`src/rtl/fetch_redirect_ctrl.sv`:
```
// fetch_redirect_ctrl
// Program-counter sequencer for the fetch front end. Each cycle it decides
// whether the PC advances by one fetch group, holds, or loads a redirect
// target. A commit-stage flush wins over a decode-stage redirect, which wins
// over a normal issue. Fetch is throttled against fetch-queue occupancy, and
// a fetch epoch lets downstream stages discard groups issued before a redirect.
//
// Ports
//   clk                 clock, all state updates on the rising edge
//   reset               synchronous active-high reset
//   rob_flush_valid     commit-stage flush (mispredict or trap)
//   rob_flush_addr      commit flush target
//   dec_redirect_valid  decode-stage redirect (predicted-taken jump)
//   dec_redirect_addr   decode redirect target
//   dec_redirect_epoch  epoch of the redirecting group
//   fq_pop              decode consumed one group from the fetch queue
//   icache_ready        I-cache accepts a fetch request this cycle
//   fetch_valid         fetch request for the current PC
//   fetch_epoch         epoch attached to issued groups
//   hold_pc             PC must not advance
//   redirect_enable     PC loads redirect_addr at the next edge
//   redirect_addr       redirect target
//   frontend_flush      squash the fetch queue and in-flight I-cache responses
module fetch_redirect_ctrl #(
  parameter int unsigned CORE_WIDTH   = 2,
  parameter int unsigned INSN_BYTES   = 4,
  parameter int unsigned FQ_DEPTH     = 8,
  parameter int unsigned FLUSH_CYCLES = 2,
  parameter int unsigned EPOCH_BITS   = 2
) (
  input  logic                  clk,
  input  logic                  reset,
  input  logic                  rob_flush_valid,
  input  logic [31:0]           rob_flush_addr,
  input  logic                  dec_redirect_valid,
  input  logic [31:0]           dec_redirect_addr,
  input  logic [EPOCH_BITS-1:0] dec_redirect_epoch,
  input  logic                  fq_pop,
  input  logic                  icache_ready,
  output logic                  fetch_valid,
  output logic [EPOCH_BITS-1:0] fetch_epoch,
  output logic                  hold_pc,
  output logic                  redirect_enable,
  output logic [31:0]           redirect_addr,
  output logic                  frontend_flush
);

  // Occupancy needs one extra bit so that a completely full queue is representable.
  localparam int unsigned OCC_W       = $clog2(FQ_DEPTH) + 1;
  localparam int unsigned FCNT_W      = $clog2(FLUSH_CYCLES + 1);
  localparam int unsigned FETCH_BYTES = CORE_WIDTH * INSN_BYTES;

  localparam logic [0:0] ST_RUN   = 1'b0;
  localparam logic [0:0] ST_FLUSH = 1'b1;

  // Elaboration-time parameter sanity checks.
  if (FETCH_BYTES == 0) begin : g_bad_group
    $error("fetch_redirect_ctrl: fetch group must be at least one byte");
  end
  if ((FQ_DEPTH < 2) || ((FQ_DEPTH & (FQ_DEPTH - 1)) != 0)) begin : g_bad_depth
    $error("fetch_redirect_ctrl: FQ_DEPTH must be a power of two >= 2");
  end
  if (FLUSH_CYCLES < 1) begin : g_bad_flush
    $error("fetch_redirect_ctrl: FLUSH_CYCLES must be >= 1");
  end

  logic [0:0]            state_q, state_d;
  logic [OCC_W-1:0]      occ_q, occ_d;
  logic [FCNT_W-1:0]     fcnt_q, fcnt_d;
  logic [EPOCH_BITS-1:0] epoch_q, epoch_d;

  logic in_run;
  logic occ_full;
  logic rob_take;
  logic dec_take;
  logic issue;
  logic pop_eff;

  // Event decode; every event is masked while reset is high so the outputs
  // show their reset values in that cycle regardless of stale state.
  always_comb begin
    in_run   = (state_q == ST_RUN);
    occ_full = (occ_q == OCC_W'(FQ_DEPTH));
    rob_take = !reset && rob_flush_valid;
    // A redirect from a group of an older epoch is stale and dropped silently.
    dec_take = !reset && dec_redirect_valid && in_run && !rob_flush_valid &&
               (dec_redirect_epoch == epoch_q);
    // Full check uses registered occupancy only: a same-cycle pop does not
    // unblock fetch until the following cycle.
    fetch_valid = !reset && in_run && !occ_full && !rob_flush_valid && !dec_take;
    issue       = fetch_valid && icache_ready;
    pop_eff     = in_run && fq_pop && (occ_q != '0);
  end

  // Output decode.
  always_comb begin
    redirect_enable = rob_take || dec_take;
    frontend_flush  = rob_take || dec_take;
    // Idle value tracks the flush address so the mux has one stable default.
    redirect_addr   = dec_take ? dec_redirect_addr : rob_flush_addr;
    hold_pc         = !redirect_enable && !issue;
    fetch_epoch     = reset ? '0 : epoch_q;
  end

  // Next-state logic: commit flush > decode redirect > issue/pop bookkeeping.
  always_comb begin
    state_d = state_q;
    occ_d   = occ_q;
    fcnt_d  = fcnt_q;
    epoch_d = epoch_q;

    if (rob_flush_valid) begin
      // Also restarts the dead-cycle count if already flushing.
      epoch_d = epoch_q + EPOCH_BITS'(1);
      occ_d   = '0;
      fcnt_d  = FCNT_W'(FLUSH_CYCLES);
      state_d = ST_FLUSH;
    end else if (dec_take) begin
      epoch_d = epoch_q + EPOCH_BITS'(1);
      occ_d   = '0;
    end else begin
      case (state_q)
        ST_RUN: begin
          // Issue only happens below FQ_DEPTH, so this cannot overflow.
          occ_d = occ_q + OCC_W'(issue) - OCC_W'(pop_eff);
        end
        ST_FLUSH: begin
          fcnt_d = fcnt_q - FCNT_W'(1);
          if (fcnt_q == FCNT_W'(1)) begin
            state_d = ST_RUN;
          end
        end
        default: begin
          state_d = ST_RUN;
        end
      endcase
    end
  end

  // State registers with synchronous reset.
  always_ff @(posedge clk) begin
    if (reset) begin
      state_q <= ST_RUN;
      occ_q   <= '0;
      fcnt_q  <= '0;
      epoch_q <= '0;
    end else begin
      state_q <= state_d;
      occ_q   <= occ_d;
      fcnt_q  <= fcnt_d;
      epoch_q <= epoch_d;
    end
  end

endmodule
```
`config.mk`:
```
export PLATFORM = sky130hd
export DESIGN_NAME = fetch_redirect_ctrl
export DESIGN_NICKNAME = d
export VERILOG_FILES = /design/src/rtl/fetch_redirect_ctrl.sv
export SDC_FILE = /design/constraint.sdc
export NUM_CORES = 1
export LEC_CHECK = 0
export CAP_MARGIN = 20
export CORE_MARGIN = 8
export CORE_UTILIZATION = 31
export CTS_BUF_LIST = sky130_fd_sc_hd__clkbuf_2
export CTS_CLUSTER_SIZE = 28
export DETAILED_ROUTE_END_ITERATION = 6
export PLACE_DENSITY = 0.83
export SYNTH_ARGS = -nofsm -noshare
export SYNTH_HDL_FRONTEND = slang
export SYNTH_SLANG_ARGS = --single-unit
```
`constraint.sdc`:
```
create_clock -name clk -period 2.7 [get_ports clk]
set_input_delay 0.405 -clock clk [delete_from_list [all_inputs] [get_ports clk]]
set_output_delay 0.405 -clock clk [all_outputs]
set_load 0.02 [all_outputs]
```
# After elaboration in Yosys (flattened, before gate mapping)
# Cells that the tools add are included.
# word_totals
inputBits	72
elab_cells	53
out_inout_bits	38
regBits	9
# classes
bitwise	2
reduce_logical	27
n_eq_ne	4
mux	11
add_sub_neg	4
# ops
cell	n
$mux W32	1
$logic_and A1 B1 Y1	13
$mux W2	6
$logic_not A1 Y1	6
$add A4 B1 Y4	1
$eq A4 B4 Y1 const B	1
$mux W1	4
$reduce_and A2 Y1	2
$reduce_bool A2 Y1	2
$reduce_bool A4 Y1	1
$sub A4 B1 Y4	1
$reduce_or A3 Y1	1
$add A2 B1 Y2 const B	1
$eq A2 B1 Y1 const B	1
$eq A2 B2 Y1	1
$ne A2 B2 Y1 const B	1
$not A1 Y1	2
$reduce_or A2 Y1	1
$sub A2 B1 Y2 const B	1
$logic_or A1 B1 Y1	1

# Depth between registers and ports, before layout
# depth
word_depth	10
ltp_mapped	13
depth_no_buf	13

# Worst setup path before layout
# OpenSTA, ideal clock, no wires.
# synth_timing
path_kind	input to register
from	input reset
to	register occ_q[2]
path_buffers	1
arrival_time_ps	2361
t_required_ps	2585
stages	13
setup_slack_ps	224
setup_time_ps	115
path_cell_list	nor4b_4 > nand3_4 > buf_6 > nand4_1 > ha_1 > inv_1 > ha_1 > inv_1 > fa_1 > xor2_1 > nor2_1 > a21oi_1 > nor2_1
# synth_between
elab_chain_len	10
word_cells_on_any_way	14
cone_classes	2 x add/sub; 12 x reduce/logical
# synth_rtl
item	line_no	rtl
start, declared	32	input logic reset,
$logic_not A1 Y1	86, 90	
$logic_and A1 B1 Y1 (4 in series)	86	dec_take = !reset && dec_redirect_valid && in_run && !rob_flush_valid &&
$logic_not A1 Y1	90	fetch_valid = !reset && in_run && !occ_full && !rob_flush_valid && !dec_take;
$logic_and A1 B1 Y1	90	
$logic_and A1 B1 Y1	91	issue = fetch_valid && icache_ready;
$add A4 B1 Y4	125	occ_d = occ_q + OCC_W'(issue) - OCC_W'(pop_eff);
$sub A4 B1 Y4	125	
end signal, assigned	144	occ_q <= '0;
end signal, assigned	149	occ_q <= occ_d;
end, declared	68	logic [OCC_W-1:0] occ_q, occ_d;
# Parallel ways exist; a longest one is shown, timed or not.
# A chain may end at the register's enable or synchronous reset.

# Final worst setup path
# layout_timing
from	input dec_redirect_epoch[1]
to	output redirect_addr[9]
# layout_between
elab_chain_len	3
# layout_rtl
item	line_no	rtl
start, declared	37	input logic [EPOCH_BITS-1:0] dec_redirect_epoch,
$eq A2 B2 Y1	87	(dec_redirect_epoch == epoch_q);
$logic_and A1 B1 Y1	86	
$mux W32	100	redirect_addr = dec_take ? dec_redirect_addr : rob_flush_addr;
end, declared	44	output logic [31:0] redirect_addr,
# Every way passes these cells.

==> flow_summary.ini <==
[power_and_ir_drop]
p_switching_uw = 182
power_frac_comb_pct = 58.0
intPower_uw = 378
total_power_uw = 560
p_leak_uw = 0.00112
clock_power_share_pct = 15.8
switching_share_pct = 32.6
power.density_nw_per_um2 = 242
seq_power_share_pct = 26.3
vdd_drop_max_v = 0.000248

[layout]
syn_to_final_growth_pct = 105
drive_gt1_share_pct = 21.8
nets = 310
mostFrequentLayoutCells = clkdlybuf4s50_1 (71), dlygate4sd2_1 (36), mux2_4 (27), inv_1 (11), nor2_1 (11)
layout_commonest_cell = clkdlybuf4s50_1
diodes = 0
final_core_util_pct = 64.7

[global_routing]
grt_remaining_overflow = 0
track_usage_pct = 14.2
grtUsageMet1_pct = 15.6
grt_pass1_wl_microns = 6780
grtUsageMet2_pct = 25.2
grt_max_degree = 26
met3_usage_pct = 4.72
antenna_found_initial = 0
grt_pass1_vias = 1215
top_usage_layer = met2

[timing]
slew_headroom_pct = 76.6
period_share_pct = 95.0
slew_violations = 0
holdWs_ns = 0.530
tns_ns = 0
fmax_mhz = 390
post-route-min-period_ns = 2.56
skew_ns = 0.0103
rsz0062_at_grt = no
setup_violations = 0
tightest_slew_ns = 0.350
hold_viol = 0

[critical_path]
critPathMaxFanout = 25
rrSetupSlack_ns = 0.36
criticalPathCategory = in2out
required_ns = 2.30
r2r_cells = 13
crit_path_end_kind = output port
worst_setup_path_start_kind = input pin
crit_arrival_ns = 2.16

[drt]
wl_per_cell_microns = 15.7
drt_pass1_iterations = 4
vias_per_cell = 4.49
drt_iter0_markers = 34
vias = 1243
finalWirelength_microns = 4350
drc_errors = 0
ant_nets = 0

[synth]
synth_xor_area_share_pct = 4.66
synth-simple-area-share_pct = 11.5
ys_warn_count = 0
synth-compound-area-share_pct = 7.65
ys_types = 28
synthAdderAreaFrac_pct = 9.53
synth_mux_area_share_pct = 42.7
synthCells = 111
synth_top_family_by_area = multiplexers
yosys_register_bits = 9
syn_avg_cell_area_sq_um = 10.2
ys_seq_area_share_pct = 16.0
syn-cell-area_sq_um = 1130
syn_nets = 191

[floorplanning]
die_h_microns = 76.3
die_x_microns = 76.3
coreArea_sq_um = 3580
initial_utilization_pct = 31.5
num_rows = 22
ios = 110
die-area_sq_um = 5830

[flow_run]
cap_violations = 0

[clock_tree]
clkLatencyLatePin_ns = 0.25
ctsHoldBuffers = 0
clkTransAtPathRegs_ns = 0.08
cts_sinks = 9
cts_inserted_buffers = 3
htreeDepth = 1
clk_path_buf_depth = 2
tritoncts = yes
post_cts_buffers = 0
clockRootBuffer = clkbuf_2

[min_path]
worstHoldPathCells = 2
hold_class = reg2reg

[run_status]
status = finished clean

[place]
port_buffers = 109
place_congestion = 0.748
dp_hpwl_microns = 3800
==> stage by stage <==
step	cells	instance area, sq um	setup slack (ns)
after floorplan	111	1130	0.224
after global placement	273	2330	-0.122
after detailed placement	273	2330	-0.174
after CTS	277	2300	0.0510
after global routing	277	2310	0.00238
final	277	2310	0.136
==> kinds of logic (layout without fill, tap and decap cells) <==
logic type | Yosys count | after routing
simple gates | 22 | 22
buf+inv | 17 | 135
mux | 34 | 34
compound gates | 15 | 15
xor+xnor | 6 | 6
fa+ha+maj | 8 | 8
flops | 9 | 9
==> cell usage after synthesis <==
cell,n,area (sq um)
mux2_2,5,56.3
nor2_1,11,41.3
clkbuf_1,1,3.75
nor3_1,1,5.00
a21o_1,2,15.0
inv_1,11,41.3
nand2b_1,1,6.26
and3_1,1,6.26
nand4_1,1,6.26
nor2b_1,1,6.26
xnor2_1,5,43.8
nand3_4,1,17.5
o21ai_0,1,5.00
ha_1,7,87.6
nor4b_4,1,23.8
a31oi_1,3,18.8
xor2_1,1,8.76
mux2i_1,2,20.0
buf_6,3,33.8
nand2_1,3,11.3
a21oi_1,8,40.0
buf_1,1,3.75
buf_4,1,7.51
or3_1,1,6.26
mux2_4,27,405
dfxtp_1,9,180
fa_1,1,20.0
a211oi_1,1,7.51
==> path summary, 6_finish.rpt <==
check                           from                 endpoint
min          epoch_q[1]$_SDFFE_PP0P_  epoch_q[1]$_SDFFE_PP0P_
max reg2reg    occ_q[2]$_SDFFE_PP0N_    occ_q[2]$_SDFFE_PP0N_
min reg2reg  epoch_q[1]$_SDFFE_PP0P_  epoch_q[1]$_SDFFE_PP0P_
max            dec_redirect_epoch[1]         redirect_addr[9]
==> flip-flops by register name, indices dropped and copies added (netlist names) <==
signal   count
occ_q        4
state_q      1
fcnt_q       2
epoch_q      2
==> area by class of cell <==
cell class,instances,area [sq um]
fillers,312,1260
repair buffers,120,1150
multi-input cells,85,866
flip-flops and latches,9,180
well taps,48,60.1
inverters,11,41.3
clock buffers,4,20.0
==> power groups by stage <==
stage | clock (uW) | combinational (uW) | sequential, uW
floorplan | 0 | 155 | 148
global placement | 0 | 344 | 149
detailed placement | 0 | 349 | 150
CTS | 93.1 | 326 | 146
global route | 99.7 | 346 | 148
finish | 88.3 | 325 | 147
==> layer usage <==
layer	vias to the layer above	wire length, microns
li1	621	-
met1	545	1760
met2	71	2130
met3	6	408
met4	0	51
met5	-	0
==> what timing repair did <==
| item | in CTS | in global routing |
|---|---|---|
| gates resized for setup | 36 | 3 |
| pin swaps | 0 | 2 |
| setup endpoints to repair | 36 | 23 |
| hold endpoints to repair | 0 | 0 |
==> worst max-delay path: stages <==
cell	delay, ns
clkdlybuf4s50_1	0.44
xnor2_1	0.31
nand3_4	0.15
buf_12	0.21
mux2_4	0.30
dlygate4sd2_1	0.33
No activity file was read; power rests on OpenSTA's default activity.
==> RTL change: new RTL, same flow settings <==
Change the parameter `EPOCH_BITS` from 2 to 4.
--- a/src/rtl/fetch_redirect_ctrl.sv
+++ b/src/rtl/fetch_redirect_ctrl.sv
@@ -26,7 +26,7 @@
   parameter int unsigned INSN_BYTES   = 4,
   parameter int unsigned FQ_DEPTH     = 8,
   parameter int unsigned FLUSH_CYCLES = 2,
-  parameter int unsigned EPOCH_BITS   = 2
+  parameter int unsigned EPOCH_BITS   = 4
 ) (
   input  logic                  clk,
   input  logic                  reset,
Ports: changed (resized dec_redirect_epoch and fetch_epoch); port bits go from 110 to 114. The function was not compared with the original's and may differ.
==> RTL change against the unedited design <==
Cell count increased by 16%; power rose by 26%; area after synthesis increased by 15%; final area grew 15%; sequential cell count rose by 2; first-iteration DRC count fell by 2.9%; worst hold slack better by 8.4 ps; setup slack worse by 49 ps; routed wire length increased by 23%; critical endpoint is now redirect_addr[29].
==> RTL change: results (changes against the unedited design) <==
routed wl met2 2650 µm (+25%); vias in the first global route 1551 (+28%); biggest registers after layout epoch_q (4), occ_q (4), fcnt_q (2); Final Skew 9.87 ps (-0.382 ps); met1 Use GR 0.169 (+0.0133); Leak 1.14 nW (+1.7%); register area share after synthesis 0.170 (+0.00991); commonest cells in the netlist mux2_2, dfxtp_1, inv_1; Reg clk slew, reported paths 120 ps (+40 ps); relative slew slack 0.813 (+0.0471); syn nets 222 (+16%); DRT iter0 DRCs 33 (-2.9%); worst hold endpoint fcnt_q[0]; GRT Util Overall 0.152 (+0.0101); met3 WL 615 µm (+51%); FF-to-FF path depth 11 (-2); IO Port Bufs 113 (+3.7%); Placed Area 0.00262 mm² (+13%); Critical R2R Capture occ_q[3]; filler cell count 311 (-0.32%); hold_sp fcnt_q[0]; Peak VDD IR 0.270 mV (+8.8%); status completed; routed vias/inst 4.79 (+6.6%); Critical R2R Launch state_q; compound-cell area share of the yosys netlist 0.0742 (-0.00232); grt met2 use 0.279 (+0.0271); Post-Synth Adder-Cell Area 0.0925 (-0.00286); largest net degree at the start of global routing 16 (-38%); share of layout cells above drive strength 1 0.343 (+0.125); non-filler cells, final 321 (+16%); crit-path max FO 6 (-76%); placed cell count 312 (+14%); flop-to-flop setup slack 130 ps (-230 ps); first-pass GRT wire length 7960 µm (+18%)
RTL change: layout make-up:
cell class                      instances  area (µm²)  area share
Multi-Input combinational cell        110        1020       0.384
Clock buffer                            3        15.0     0.00564
Timing Repair Buffer                  135        1290       0.486
Inverter                               11        41.3      0.0155
Sequential cell                        11         221      0.0832
Clock inverter                          1        5.00     0.00188
Tap cell                               50        62.6      0.0235
RTL change: timing repair:
item / 4_1_cts / 5_1_grt
hold buffers: 0 / 0
pin swaps: 12 / 2
endpoints found under the hold margin: 0 / 0
endpoints found under the setup margin: 39 / 21
gates resized for setup: 85 / 16
buffers inserted: 1 / 4
RTL change: logic make-up (layout without fill, tap and decap cells):
group,Yosys count,in the layout
compound gates,15,15
xor+xnor,7,7
fa+ha+maj,9,9
buf+inv,18,150
flops,11,11
mux,37,37
simple gates,42,42
RTL change: how the worst max path moves through the flow:
stage	start	to	slack, ps
after floorplan	rob_flush_valid	occ_q[1]	-100
after global placement	rob_flush_valid	redirect_addr[1]	-430
after detailed placement	rob_flush_valid	occ_q[3]	-500
after CTS	rob_flush_valid	occ_q[3]	20
after global routing	state_q	occ_q[3]	-2
final	rob_flush_valid	redirect_addr[29]	90
RTL change: critical path: stages:
cell             delay (ps)
clkdlybuf4s15_1         180
or4b_4                  560
nor2_4                  100
and2_4                  210
buf_4                   140
mux2_1                  310
clkdlybuf4s15_1         310
RTL change: power by group through the flow:
stage	Clock (mW)	Combinational (mW)	Sequential, mW
4_1_cts	0.0985	0.413	0.200
3_5_place_dp	0	0.425	0.204
6_report	0.0936	0.411	0.201
2_1_floorplan	0	0.199	0.201
3_3_place_gp	0	0.419	0.203
5_1_grt	0.106	0.445	0.205
